### config.mk
export PLATFORM = sky130hd
export DESIGN_NAME = nvme_pcie_rxrc
export DESIGN_NICKNAME = d
export VERILOG_FILES = /design/src/rtl/nvme_pcie_rxrc.sv
export SDC_FILE = /design/constraint.sdc
export NUM_CORES = 1
export LEC_CHECK = 0
export CAP_MARGIN = 0
export CORE_AREA = 4 4 126 128
export DETAILED_ROUTE_END_ITERATION = 8
export DIE_AREA = 0 0 130 132
export DONT_BUFFER_PORTS = 1
export PLACE_DENSITY = 0.5
export SYNTH_ARGS = -nofsm -noshare
export SYNTH_HDL_FRONTEND = slang
export SYNTH_SLANG_ARGS = --single-unit
### constraint.sdc
create_clock -name user_clk -period 2.4 [get_ports user_clk]
set_clock_uncertainty 0.05 [all_clocks]
set_input_delay 0.12 -clock user_clk [delete_from_list [all_inputs] [get_ports user_clk]]
set_output_delay 0.12 -clock user_clk [all_outputs]
set_load 0.02 [all_outputs]
### src/rtl/nvme_pcie_rxrc.sv
// Receives RC completions for CfgRd0/MRd_64, checks the tag and length, and presents up to two payload dwords with byte parity on a valid/ack handshake.
// Define NVME_RXRC_PARCHK_EN to enable the per-byte tdata parity checker that drives user_rxrc_perror_ind.
module nvme_pcie_rxrc #(
    parameter int bits_per_parity_bit = 8,
    parameter int cnt_width           = 16
) (
    input  logic                                 user_clk,
    input  logic                                 user_reset_n,
    input  logic [127:0]                         m_axis_rc_tdata,
    input  logic [3:0]                           m_axis_rc_tkeep,
    input  logic                                 m_axis_rc_tlast,
    input  logic [74:0]                          m_axis_rc_tuser,
    input  logic                                 m_axis_rc_tvalid,
    output logic [21:0]                          m_axis_rc_tready,
    output logic                                 rxrc_ctl_valid,
    output logic [5:0]                           rxrc_ctl_tag,
    output logic [63:0]                          rxrc_ctl_data,
    output logic [64/bits_per_parity_bit-1:0]    rxrc_ctl_datap,
    output logic [2:0]                           rxrc_ctl_status,
    output logic                                 rxrc_ctl_err,
    input  logic                                 ctl_rxrc_ack,
    output logic [cnt_width-1:0]                 rxrc_discard_cnt,
    output logic                                 user_rxrc_perror_ind
);

    localparam int NPAR = 64 / bits_per_parity_bit;

    typedef enum logic [1:0] {
        S_IDLE  = 2'd0,
        S_DATA2 = 2'd1,
        S_DROP  = 2'd2,
        S_HOLD  = 2'd3
    } state_t;

    state_t                 state_q, state_d;
    logic                   valid_q, valid_d;
    logic [5:0]             tag_q, tag_d;
    logic [63:0]            data_q, data_d;
    logic [NPAR-1:0]        datap_q, datap_d;
    logic [2:0]             status_q, status_d;
    logic                   err_q, err_d;
    logic                   pdrop_q, pdrop_d;
    logic [cnt_width-1:0]   disc_q, disc_d;

    logic [10:0]            dw_cnt;
    logic [2:0]             cpl_status;
    logic                   poisoned;
    logic [7:0]             cpl_tag;
    logic                   discontinue;
    logic                   beat_ok;

    assign dw_cnt      = m_axis_rc_tdata[42:32];
    assign cpl_status  = m_axis_rc_tdata[45:43];
    assign poisoned    = m_axis_rc_tdata[46];
    assign cpl_tag     = m_axis_rc_tdata[71:64];
    assign discontinue = m_axis_rc_tuser[42];
    assign beat_ok     = m_axis_rc_tvalid && (state_q != S_HOLD);

    // Held low during reset so the core sees no acceptance while we are abandoning state.
    assign m_axis_rc_tready = {22{(state_q != S_HOLD) && user_reset_n}};

    always_comb begin
        state_d  = state_q;
        valid_d  = valid_q;
        tag_d    = tag_q;
        data_d   = data_q;
        status_d = status_q;
        err_d    = err_q;
        pdrop_d  = pdrop_q;
        disc_d   = disc_q;
        case (state_q)
            S_IDLE: begin
                if (m_axis_rc_tvalid) begin
                    if ((cpl_tag[7:6] != 2'b00) || (dw_cnt > 11'd2)) begin
                        disc_d  = (&disc_q) ? disc_q : disc_q + 1'b1;
                        state_d = m_axis_rc_tlast ? S_IDLE : S_DROP;
                    end else begin
                        tag_d    = cpl_tag[5:0];
                        status_d = cpl_status;
                        pdrop_d  = !m_axis_rc_tlast;
                        valid_d  = 1'b1;
                        state_d  = S_HOLD;
                        if (cpl_status != 3'd0) begin
                            data_d = 64'h0;
                            err_d  = 1'b1;
                        end else if ((dw_cnt == 11'd2) && !m_axis_rc_tlast) begin
                            data_d  = {32'h0, m_axis_rc_tdata[127:96]};
                            err_d   = poisoned || discontinue;
                            pdrop_d = 1'b0;
                            valid_d = 1'b0;
                            state_d = S_DATA2;
                        end else begin
                            // A two-dword completion ending on its first beat is short.
                            data_d = {32'h0, m_axis_rc_tdata[127:96]};
                            err_d  = poisoned || discontinue || (dw_cnt == 11'd2);
                        end
                    end
                end
            end
            S_DATA2: begin
                if (m_axis_rc_tvalid) begin
                    data_d[63:32] = m_axis_rc_tdata[31:0];
                    err_d         = err_q || discontinue;
                    pdrop_d       = !m_axis_rc_tlast;
                    valid_d       = 1'b1;
                    state_d       = S_HOLD;
                end
            end
            S_DROP: begin
                if (m_axis_rc_tvalid && m_axis_rc_tlast) begin
                    state_d = S_IDLE;
                end
            end
            S_HOLD: begin
                if (ctl_rxrc_ack) begin
                    valid_d = 1'b0;
                    pdrop_d = 1'b0;
                    state_d = pdrop_q ? S_DROP : S_IDLE;
                end
            end
            default: state_d = S_IDLE;
        endcase
    end

    always_comb begin
        datap_d = '0;
        for (int i = 0; i < NPAR; i++) begin
            datap_d[i] = ~^data_d[i*bits_per_parity_bit +: bits_per_parity_bit];
        end
    end

    always_ff @(posedge user_clk or negedge user_reset_n) begin
        if (!user_reset_n) begin
            state_q  <= S_IDLE;
            valid_q  <= 1'b0;
            tag_q    <= '0;
            data_q   <= '0;
            datap_q  <= '0;
            status_q <= '0;
            err_q    <= 1'b0;
            pdrop_q  <= 1'b0;
            disc_q   <= '0;
        end else begin
            state_q  <= state_d;
            valid_q  <= valid_d;
            tag_q    <= tag_d;
            data_q   <= data_d;
            datap_q  <= datap_d;
            status_q <= status_d;
            err_q    <= err_d;
            pdrop_q  <= pdrop_d;
            disc_q   <= disc_d;
        end
    end

    assign rxrc_ctl_valid   = valid_q;
    assign rxrc_ctl_tag     = tag_q;
    assign rxrc_ctl_data    = data_q;
    assign rxrc_ctl_datap   = datap_q;
    assign rxrc_ctl_status  = status_q;
    assign rxrc_ctl_err     = err_q;
    assign rxrc_discard_cnt = disc_q;

`ifdef NVME_RXRC_PARCHK_EN
    logic perr_q;
    logic beat_perr;

    // tuser[43 + 4*dw + byte] carries the odd parity of that tdata byte.
    always_comb begin
        beat_perr = 1'b0;
        for (int d = 0; d < 4; d++) begin
            for (int b = 0; b < 4; b++) begin
                if (m_axis_rc_tkeep[d] &&
                    (m_axis_rc_tuser[43 + d*4 + b] != ~^m_axis_rc_tdata[d*32 + b*8 +: 8])) begin
                    beat_perr = 1'b1;
                end
            end
        end
    end

    always_ff @(posedge user_clk or negedge user_reset_n) begin
        if (!user_reset_n) begin
            perr_q <= 1'b0;
        end else if (beat_ok && beat_perr) begin
            perr_q <= 1'b1;
        end
    end

    assign user_rxrc_perror_ind = perr_q;

    logic unused_bits;
    assign unused_bits = ^{m_axis_rc_tdata[95:72], m_axis_rc_tdata[63:47], m_axis_rc_tuser[41:0]};
`else
    assign user_rxrc_perror_ind = 1'b0;

    logic unused_bits;
    assign unused_bits = ^{m_axis_rc_tdata[95:72], m_axis_rc_tdata[63:47], m_axis_rc_tuser[74:43],
                           m_axis_rc_tuser[41:0], m_axis_rc_tkeep, beat_ok};
`endif

endmodule

==> results of run 1 <==
## routing by layer
metal	up-vias	share of wire	track usage
li1	2134	-	-
met1	2106	0.42	0.242
met2	184	0.45	0.289
met3	19	0.11	0.0750
met4	0	0.017	0.0676
met5	-	0	0
## state kept, by name (all words and copies together), names as in the netlist
signal / cells
rxrc_ctl_data: 64
rxrc_discard_cnt: 16
rxrc_ctl_datap: 8
rxrc_ctl_tag: 6
rxrc_ctl_status: 3
state_q: 2
pdrop_q: 1
rxrc_ctl_err: 1
rxrc_ctl_valid: 1
## power by group through the flow
stage          registers (uW)  clock network (uW)  logic, uW
6_report                 1900                1390        523
5_1_grt                  1920                1510        576
4_1_cts                  1900                1440        527
3_5_place_dp             1930                   0        415
3_3_place_gp             1930                   0        408
2_1_floorplan            1950                   0        310
## final timing paths
kind	slack [ps]	end	startpoint	cells after the start
max	350	rxrc_discard_cnt[11]$_DFFE_PN0P_	state_q[0]$_DFFE_PN0P_	7
min	-590	rxrc_ctl_data[57]$_DFF_PN0_	user_reset_n	0
max reg2reg	350	rxrc_discard_cnt[11]$_DFFE_PN0P_	state_q[0]$_DFFE_PN0P_	7
min reg2reg	430	pdrop_q$_DFFE_PN0P_	pdrop_q$_DFFE_PN0P_	2
max in group asynchronous	2740	rxrc_ctl_data[2]$_DFF_PN0_	user_reset_n	0
min in group user_clk	20	rxrc_ctl_data[61]$_DFF_PN0_	m_axis_rc_tdata[29]	3
## cells in the mapped netlist, drive strengths merged
library cell / count / area share
xnor2: 82 / 0.13
ha: 1 / 0.0023
dfrtp: 102 / 0.46
nand3b: 1 / 0.0014
and3: 3 / 0.0034
nand3: 7 / 0.0064
or4: 2 / 0.0041
a21boi: 1 / 0.0014
a211o: 1 / 0.0016
nand4: 4 / 0.0045
or2: 1 / 0.0011
xor2: 25 / 0.040
buf: 30 / 0.039
clkbuf: 20 / 0.014
and3b: 1 / 0.0016
o41ai: 1 / 0.0016
conb: 1 / 0.00068
a2bb2oi: 1 / 0.0016
or3: 1 / 0.0011
nor3: 11 / 0.011
nor2: 29 / 0.020
o31ai: 2 / 0.0052
nand2b: 2 / 0.0023
nand4b: 1 / 0.0016
a21oi: 11 / 0.010
a31oi: 4 / 0.0045
nand2: 163 / 0.11
a21o: 5 / 0.0068
o21ai: 67 / 0.061
a22oi: 3 / 0.0041
nor4b: 1 / 0.0016
a22o: 8 / 0.013
o22ai: 4 / 0.0045
nor4: 6 / 0.0068
nor2b: 1 / 0.0011
inv: 6 / 0.0041
mux2: 2 / 0.0041
a211oi: 5 / 0.0068
## layout make-up
cell class | instances | area share
inverter | 6 | 0.00335
sequential | 102 | 0.380
clock buffer | 12 | 0.0382
tap | 188 | 0.0350
clock inverter | 3 | 0.00298
multi-input combinational | 458 | 0.398
timing repair buffer | 100 | 0.142
## metrics by stage
step / hold WS [ps] / cell area (um^2) / setup slack (ps)
6_report: -587 / 6720 / 351
5_1_grt: -606 / 6720 / 122
4_1_cts: -605 / 6720 / 298
3_5_place_dp: -223 / 5670 / 134
3_3_place_gp: -222 / 5670 / 172
2_1_floorplan: -226 / 5510 / 37.9
## cells by family after synthesis
group	count (synthesis)
flip-flops	102
adder cells (fa/ha/maj)	1
other	1
AND/OR/NAND/NOR	234
multiplexers	2
XOR/XNOR	107
AO/OA/AOI/OAI	113
buffers and inverters	56
## critical path: cells and delay by family (launching register included)
kind,cells,cell delay (ps)
buffers and inverters,2,480
and+or+nand+nor,2,480
AOI/OAI and AO/OA,2,410
DFF,1,410
xor gates and xnor gates,1,140
==> impl_metrics.csv, run 1 <==
group,metric,value,unit
outcome,status,"finished with violations",
outcome,violations,"hold timing",
die,die_y,132,um
detailed_routing,avgRoutedWirePerCell,18.6,um
clocking,htree_num_levels,3,
sta,period_needed,2050,ps
synth,yosysUniqueCellTypes,44,
synth,yosys_warnings,0,
detailed_routing,routed_wl,16200,um
sta,slew_viol_final,0,
global_routing,antenna_found_initial,0,
layout,seq_area,2550,um^2
synth,syn-cell-area,5510,um^2
die,ioPinCount,334,
layout,area_growth,22.0,%
sta,slew_headroom,0.557,
die,rows,45,
clocking,cts_tree,"done",
synth,synthXorXnorAreaFrac,0.170,
worst_setup_path,crit_fanout,11,
layout,fillers,1439,
layout,nets,890,
layout,instances_no_fill,869,
sta,fin_tns_setup,0,ps
power_and_ir_drop,clockPowerShare,0.364,
power_and_ir_drop,p_int,2810,uW
global_routing,grt_pass1_vias,4654,
layout,multi_input_area,2670,um^2
worst_setup_path,worstPathRequired,2630,ps
detailed_routing,viasPerCell,5.11,
synth,synth_mux_area_frac,0.00409,
worst_setup_path,cp.arrival,2280,ps
clocking,insertion_delay,350,ps
worst_setup_path,slowest_delay,410,ps
global_routing,grt_pass1_wl,25300,um
clocking,cts.path.max_buffers,2,
global_routing,grt_util_all_layers,0.189,
clocking,cts_resized,0,
place,port_buffers,0,
place,gp_congestion,0.764,
sta,setup_viol,0,
power_and_ir_drop,seq_power_share,0.499,
global_routing,overflow,0,
power_and_ir_drop,switchingPower,1000,uW
layout,final_common_cell,"nand2_1",
die,core-area,14900,um^2
clocking,cts_sinks,102,
detailed_routing,dr.pass1.iters,4,
worst_hold_path,hold_class,"input port to async pin",
synth,seq_area_frac_synth,0.464,
clocking,cts_root_buffer,"clkbuf_16",
clocking,cts_setup_buffers,0,
clocking,cts_hold_buffers,77,
power_and_ir_drop,finalPower,3820,uW
power_and_ir_drop,switching_share,0.262,
synth,syn_area_per_cell,8.94,um^2
power_and_ir_drop,p_leak,0.00287,uW
clocking,clk_pin_slew_worst_paths,70,ps
detailed_routing,drc,0,
worst_setup_path,cp-end-kind,"register",
clocking,cts_buffers,9,
place,dpl.cell_count,777,
worst_setup_path,crit_path_cell_trace,"inv_1, o41ai_2, buf_4, a211oi_1, nand3_1, nor3_1, xnor2_1",
power_and_ir_drop,irDropWorstVdd,0.469,mV
detailed_routing,ant_nets,0,
worst_setup_path,start_kind,"register",
sta,fmax,488,MHz
power_and_ir_drop,powerDensity,568,nW/um^2
layout,drive_gt1_frac,0.0734,
place,hpwlAfterDp,11400,um
die,die_w,130,um
synth,synth_fa_ha_area_frac,0.00227,
synth,synth-seq-cells,102,
sta,worst_hold_slack,-587,ps
layout,final_cell_mix,"nand2_1 (162), dfrtp_1 (102), xnor2_1 (82)",
synth,synthCells,616,
synth,synth_top_family_by_area,"simple AND/OR/NAND/NOR gates",
detailed_routing,vias,4443,
power_and_ir_drop,pwr-share-comb,0.137,
layout,antenna_cells,0,
sta,fin_crit_sh,0.854,
global_routing,grt_max_degree,104,
worst_setup_path,worst-setup-path-type,"register to register",
sta,rsz0062_at_grt,"false",
sta,hold_viol,102,
synth,synth_fp_nets,829,
worst_setup_path,crit_slowest_cell,"dfrtp_1",
synth,synth-compound-area-share,0.122,
layout,fin_util,0.452,
flow_run,maxCapViolCount,0,
detailed_routing,drtIter0Drc,214,
die,start_util,0.370,
synth,synth-simple-area-share,0.180,
die,fp.dieArea,17200,um^2
sta,tightest_slew,659,ps
(Power assumes the default switching activity.)
==> run 2, diff against run 1 <==
==> config.mk (replaced) <==
export PLATFORM = sky130hd
export DESIGN_NAME = nvme_pcie_rxrc
export DESIGN_NICKNAME = d
export VERILOG_FILES = /design/src/rtl/nvme_pcie_rxrc.sv
export SDC_FILE = /design/constraint.sdc
export NUM_CORES = 1
export LEC_CHECK = 0
export ABC_AREA = 1
export CAP_MARGIN = 0
export CORE_AREA = 4 4 128 130
export DETAILED_ROUTE_END_ITERATION = 8
export DIE_AREA = 0 0 132 134
export DONT_BUFFER_PORTS = 1
export PLACE_DENSITY = 0.53
export SYNTH_ARGS = -nofsm -noshare
export SYNTH_HDL_FRONTEND = slang
export SYNTH_SLANG_ARGS = --single-unit
==> run 2 against run 1 <==
Effect of this change:
- the flow still finishes with violations (hold timing)
- non-clock buffer count down 30
- sequential power up 57%
- combinational power rose to 4.1 times the previous value
- maximum frequency down 2.6%
- cell count up 30%
- flip-flop and latch count unchanged
- power up 72%
- register-to-register slack worse by 50 ps
- wire length up 4.9%
- sequential share of layout area down 1.5 points
- critical path type unchanged
- critical endpoint is now rxrc_ctl_datap[7]$_DFF_PN0_
- largest cell class unchanged
==> impl_metrics.csv, run 2 <==
group,metric,value,unit
detailed_routing,routed_wl,17000,um
detailed_routing,avgRoutedWirePerCell,15.0,um
global_routing,grt_pass1_wl,27100,um
power_and_ir_drop,irDropWorstVdd,0.717,mV
worst_setup_path,path_buf_inv,4,
synth,yosysTopAreaCell,"dfrtp_1",
synth,synthArstFlopShare,1.00,
global_routing,grt_util_all_layers,0.191,
worst_setup_path,worst-setup-path-type,"register to register",
clocking,cts.path.max_buffers,2,
power_and_ir_drop,p_leak,0.00394,uW
synth,synth-compound-area-share,0.0435,
layout,fin_util,0.462,
synth,ys_top_cells_by_area,"dfrtp_1 (42%), nand2_1 (24%), inv_1 (8.6%)",
synth,yosys_warnings,0,
layout,antenna_cells,0,
sta,fin_tns_setup,0,ps
place,port_buffers,0,
sta,slew_viol_final,0,
clocking,cts_sinks,102,
clocking,insertion_delay,350,ps
die,ioPinCount,334,
layout,fillers,1525,
die,start_util,0.399,
flow_run,maxCapViolCount,0,
worst_setup_path,cp.arrival,2290,ps
synth,synthCells,899,
global_routing,overflow,0,
synth,synthTopCellsByCount,"nand2_1 (385), inv_1 (138), dfrtp_1 (102)",
sta,rsz0062_at_grt,"false",
worst_setup_path,crit_family,"simple AND/OR/NAND/NOR gates",
worst_setup_path,slowest_delay,370,ps
synth,ys.flop_type,"dfrtp_1",
synth,synth-simple-area-share,0.371,
sta,slew_headroom,0.664,
layout,drive_gt1_frac,0.0425,
clocking,cts_root_buffer,"clkbuf_16",
synth,synth-edff-count,0,
clocking,cts_buffers,9,
die,core-area,15100,um^2
outcome,status,"finished with violations",
outcome,violations,"hold timing",
worst_setup_path,crit_fanout,12,
worst_setup_path,crit_top_cell,"nand2_1",
synth,synth_mux_area_frac,0,
sta,period_needed,2100,ps
layout,area_growth,16.0,%
detailed_routing,drc,0,
synth,seq_area_frac_synth,0.423,
sta,fmax,475,MHz
place,hpwlAfterDp,12000,um
die,rows,45,
sta,setup_viol,0,
place,gp_congestion,0.824,
worst_setup_path,cp-end-kind,"register",
die,die_y,134,um
worst_setup_path,r2r_start,"state_q[1]$_DFFE_PN0P_",
layout,final_area,7000,um^2
layout,multi_input_area,2720,um^2
layout,final_common_cell,"nand2_1",
synth,syn_area_per_cell,6.71,um^2
layout,nets,1151,
die,die_w,132,um
synth,synth_top_area_share,0.423,
layout,instances_no_fill,1129,
detailed_routing,viasPerCell,4.78,
sta,tightest_slew,504,ps
synth,synth_fp_nets,1112,
clocking,clk_pin_slew_worst_paths,70,ps
sta,worst_hold_slack,-589,ps
synth,yosysMostFrequentCell,"nand2_1",
synth,yosysUniqueCellTypes,32,
layout,final_cell_mix,"nand2_1 (385), inv_1 (138), dfrtp_1 (101)",
clocking,cts_setup_buffers,0,
clocking,htree_num_levels,3,
sta,hold_viol,102,
synth,synth_top_family_by_area,"simple AND/OR/NAND/NOR gates",
detailed_routing,drtIter0Drc,261,
worst_setup_path,crit_path_start,"state_q[1]$_DFFE_PN0P_",
synth,syn-cell-area,6040,um^2
global_routing,antenna_found_initial,0,
layout,seq_area,2550,um^2
detailed_routing,vias,5391,
worst_setup_path,crit_slowest_cell,"o21ai_1",
clocking,cts_tree,"done",
layout,largest_reg_flops,64,
die,fp.dieArea,17700,um^2
detailed_routing,dr.pass1.iters,6,
place,dpl.cell_count,1062,
synth,synth_fa_ha_area_frac,0.00207,
detailed_routing,ant_nets,0,
global_routing,grt_max_degree,104,
worst_setup_path,start_kind,"register",
place,placed_area,6190,um^2
clocking,cts_hold_buffers,53,
global_routing,grt_pass1_vias,5095,
worst_hold_path,hold_class,"input port to async pin",
synth,synth-seq-cells,102,
power_and_ir_drop,powerDensity,935,nW/um^2
worst_setup_path,crit_path_cell_trace,"inv_1, nand2_1, inv_1, nand3_2, nand2_2, buf_4, o21ai_1, nor2_1, inv_1, nand2_1, nand2_1, nand2_1, nand2_1, nand2_1",
synth,synthXorXnorAreaFrac,0.0305,
worst_setup_path,worstPathRequired,2590,ps
sta,fin_crit_sh,0.876,
run 2: layout make-up:
type                       count  area share
timing repair buffer          70      0.0999
multi-input combinational    616       0.388
inverter                     139      0.0745
sequential                   102       0.365
clock buffer                  12      0.0338
tap                          188      0.0336
clock inverter                 2     0.00500
run 2: final timing paths:
kind                                               end  depth (start not counted)  slack (ps)
min in group user_clk      rxrc_ctl_data[24]$_DFF_PN0_                          4          10
max reg2reg                rxrc_ctl_datap[7]$_DFF_PN0_                         14         300
max                        rxrc_ctl_datap[7]$_DFF_PN0_                         14         300
max in group asynchronous  rxrc_ctl_data[33]$_DFF_PN0_                          0        2740
min                        rxrc_ctl_data[12]$_DFF_PN0_                          0        -590
min reg2reg                        pdrop_q$_DFFE_PN0P_                          2         490
run 2: metal layers:
metal,vias up,track usage,part of all wire
met5,-,0,0
met4,0,0.0601,0.015
met3,19,0.0776,0.10
met2,184,0.301,0.45
met1,2414,0.242,0.43
li1,2774,-,-
run 2: report_power, final:
group	internal [uW]	switching, uW	total, uW
logic	773	1360	2130
clock network	798	629	1430
registers	2120	869	2990
run 2: cell families after synthesis:
| family | after synthesis |
|---|---|
| flops | 102 |
| fa+ha+maj | 1 |
| compound gates | 44 |
| buf+inv | 181 |
| simple gates | 549 |
| other cells | 1 |
| xor+xnor | 21 |
run 2: through the flow:
step,setup WS [ps],power [uW]
2_1_floorplan,406,4550
3_3_place_gp,156,5060
3_5_place_dp,134,5070
4_1_cts,117,6610
5_1_grt,15.0,7140
6_report,297,6540
run 2: repair_timing:
| item | 4_1_cts | 5_1_grt |
|---|---|---|
| hold endpoints to repair | 156 | 102 |
| setup endpoints to repair | 0 | 4 |
| resized for setup | 0 | 3 |
run 2: worst reg2reg max path, cell delays in order, from the launching register on:
cell and delay (ps):
dfrtp_1 340, inv_1 50, nand2_1 110, inv_1 100, nand3_2 160, nand2_2 150
buf_4 220, o21ai_1 370, nor2_1 130, inv_1 70, nand2_1 50, nand2_1 60
nand2_1 40, nand2_1 50, nand2_1 50
==> run 3, diff against run 2 <==
--- a/config.mk
+++ b/config.mk
@@ -11,6 +11,7 @@
 export DETAILED_ROUTE_END_ITERATION = 8
 export DIE_AREA = 0 0 132 134
 export DONT_BUFFER_PORTS = 1
+export HOLD_SLACK_MARGIN = 0.12
 export PLACE_DENSITY = 0.53
 export SYNTH_ARGS = -nofsm -noshare
 export SYNTH_HDL_FRONTEND = slang
==> run 3 against run 2 <==
Effect of this change:
- the run still ends with hold timing left
- wire length grew 1.2%
- worst hold slack better by 2.4 ps
- via count rose by 1.6%
- design area increased by 3.9%
- non-clock buffer count is 27 higher
- highest routed layer unchanged
==> impl_metrics.csv, run 3 (same netlist as run 2, synthesis figures left out) <==
group,metric,value,unit
outcome,status,"finished with violations",
outcome,violations,"hold timing",
place,placed_area,6190,um^2
sta,worst_hold_slack,-586,ps
power_and_ir_drop,powerDensity,907,nW/um^2
die,rows,45,
sta,fin_tns_setup,0,ps
worst_setup_path,r2r_start,"state_q[1]$_DFFE_PN0P_",
global_routing,grt_pass1_wl,27600,um
layout,final_common_cell,"nand2_1",
sta,tightest_slew,522,ps
power_and_ir_drop,finalPower,6590,uW
layout,area_growth,20.5,%
worst_setup_path,worst-setup-path-type,"register to register",
layout,instances_no_fill,1156,
sta,slew_viol_final,0,
worst_setup_path,cp-end-kind,"register",
layout,final_area,7270,um^2
detailed_routing,vias,5479,
layout,fin_util,0.480,
detailed_routing,drc,0,
sta,period_needed,2100,ps
worst_setup_path,worstPathRequired,2580,ps
global_routing,grt_max_degree,104,
clocking,cts_buffers,9,
worst_hold_path,hold_class,"input port to async pin",
place,port_buffers,0,
detailed_routing,ant_nets,0,
sta,slew_headroom,0.651,
die,core-area,15100,um^2
clocking,cts_root_buffer,"clkbuf_16",
layout,fillers,1503,
sta,hold_viol,102,
sta,fmax,476,MHz
global_routing,overflow,0,
clocking,clk_pin_slew_worst_paths,70,ps
worst_setup_path,cp.arrival,2280,ps
clocking,cts_sinks,102,
layout,nets,1178,
global_routing,grt_util_all_layers,0.194,
worst_setup_path,crit_fanout,12,
clocking,cts_tree,"done",
die,ioPinCount,334,
die,die_w,132,um
detailed_routing,dr.pass1.iters,6,
sta,setup_viol,0,
clocking,cts_setup_buffers,0,
die,start_util,0.399,
layout,antenna_cells,0,
power_and_ir_drop,p_leak,0.00405,uW
clocking,cts.path.max_buffers,2,
detailed_routing,viasPerCell,4.74,
clocking,insertion_delay,350,ps
layout,drive_gt1_frac,0.0413,
layout,final_cell_mix,"nand2_1 (385), inv_1 (138), dfrtp_1 (101)",
detailed_routing,drtIter0Drc,237,
power_and_ir_drop,irDropWorstVdd,0.720,mV
worst_setup_path,start_kind,"register",
sta,rsz0062_at_grt,"false",
clocking,cts_hold_buffers,80,
worst_setup_path,crit_path_start,"state_q[1]$_DFFE_PN0P_",
place,gp_congestion,0.824,
global_routing,grt_pass1_vias,5259,
detailed_routing,avgRoutedWirePerCell,14.8,um
clocking,htree_num_levels,3,
detailed_routing,routed_wl,17200,um
place,dpl.cell_count,1062,
global_routing,antenna_found_initial,0,
flow_run,maxCapViolCount,0,
layout,largest_reg_flops,64,
place,hpwlAfterDp,12000,um
sta,fin_crit_sh,0.875,
die,die_y,134,um
die,fp.dieArea,17700,um^2
[run 3: layout make-up]
cell class	instances	area, um^2	share of cell area
Tap cell	188	235	0.0324
Sequential cell	102	2550	0.351
Clock inverter	2	35.0	0.00482
Multi-Input combinational cell	616	2720	0.374
Inverter	139	522	0.0718
Timing Repair Buffer	97	970	0.133
Clock buffer	12	236	0.0325
[run 3: power breakdown]
group | leakage [uW] | switching (uW) | internal (uW)
clock | 0.000132 | 626 | 798
combinational | 0.00262 | 1370 | 814
sequential | 0.00130 | 867 | 2120
total | 0.00405 | 2870 | 3730
[run 3: final timing paths]
path / endpoint / slack (ps) / depth (start not counted)
max: rxrc_ctl_datap[7]$_DFF_PN0_ / 300 / 14
min: rxrc_ctl_data[14]$_DFF_PN0_ / -590 / 0
max reg2reg: rxrc_ctl_datap[7]$_DFF_PN0_ / 300 / 14
min reg2reg: pdrop_q$_DFFE_PN0P_ / 480 / 2
max in group asynchronous: rxrc_ctl_data[33]$_DFF_PN0_ / 2740 / 0
min in group user_clk: rxrc_ctl_valid$_DFFE_PN0P_ / 170 / 6
[run 3: worst max-delay path: stages (launching register included)]
cell and delay (ps):
dfrtp_1 340, inv_1 50, nand2_1 120, inv_1 100, nand3_2 160, nand2_2 140, buf_4 210, o21ai_1 370
nor2_1 130, inv_1 70, nand2_1 50, nand2_1 60, nand2_1 40, nand2_1 50, nand2_1 50
[run 3: layer usage]
layer | vias to the layer above | GRT usage | part of all wire
met5 | - | 0 | 0
met4 | 0 | 0.0671 | 0.019
li1 | 2822 | - | -
met2 | 182 | 0.308 | 0.45
met3 | 20 | 0.0769 | 0.098
met1 | 2455 | 0.241 | 0.43
[run 3: what timing repair did]
action / in CTS / in global routing
endpoints found under the setup margin: 0 / 4
resized for setup: 0 / 3
endpoints found under the hold margin: 180 / 102
[run 3: per-stage QoR]
step	hold WS (ps)	setup WS, ps
after floorplan	-226	406
after global placement	-223	156
after detailed placement	-222	134
after CTS	-600	117
after global routing	-605	16.3
final	-586	301
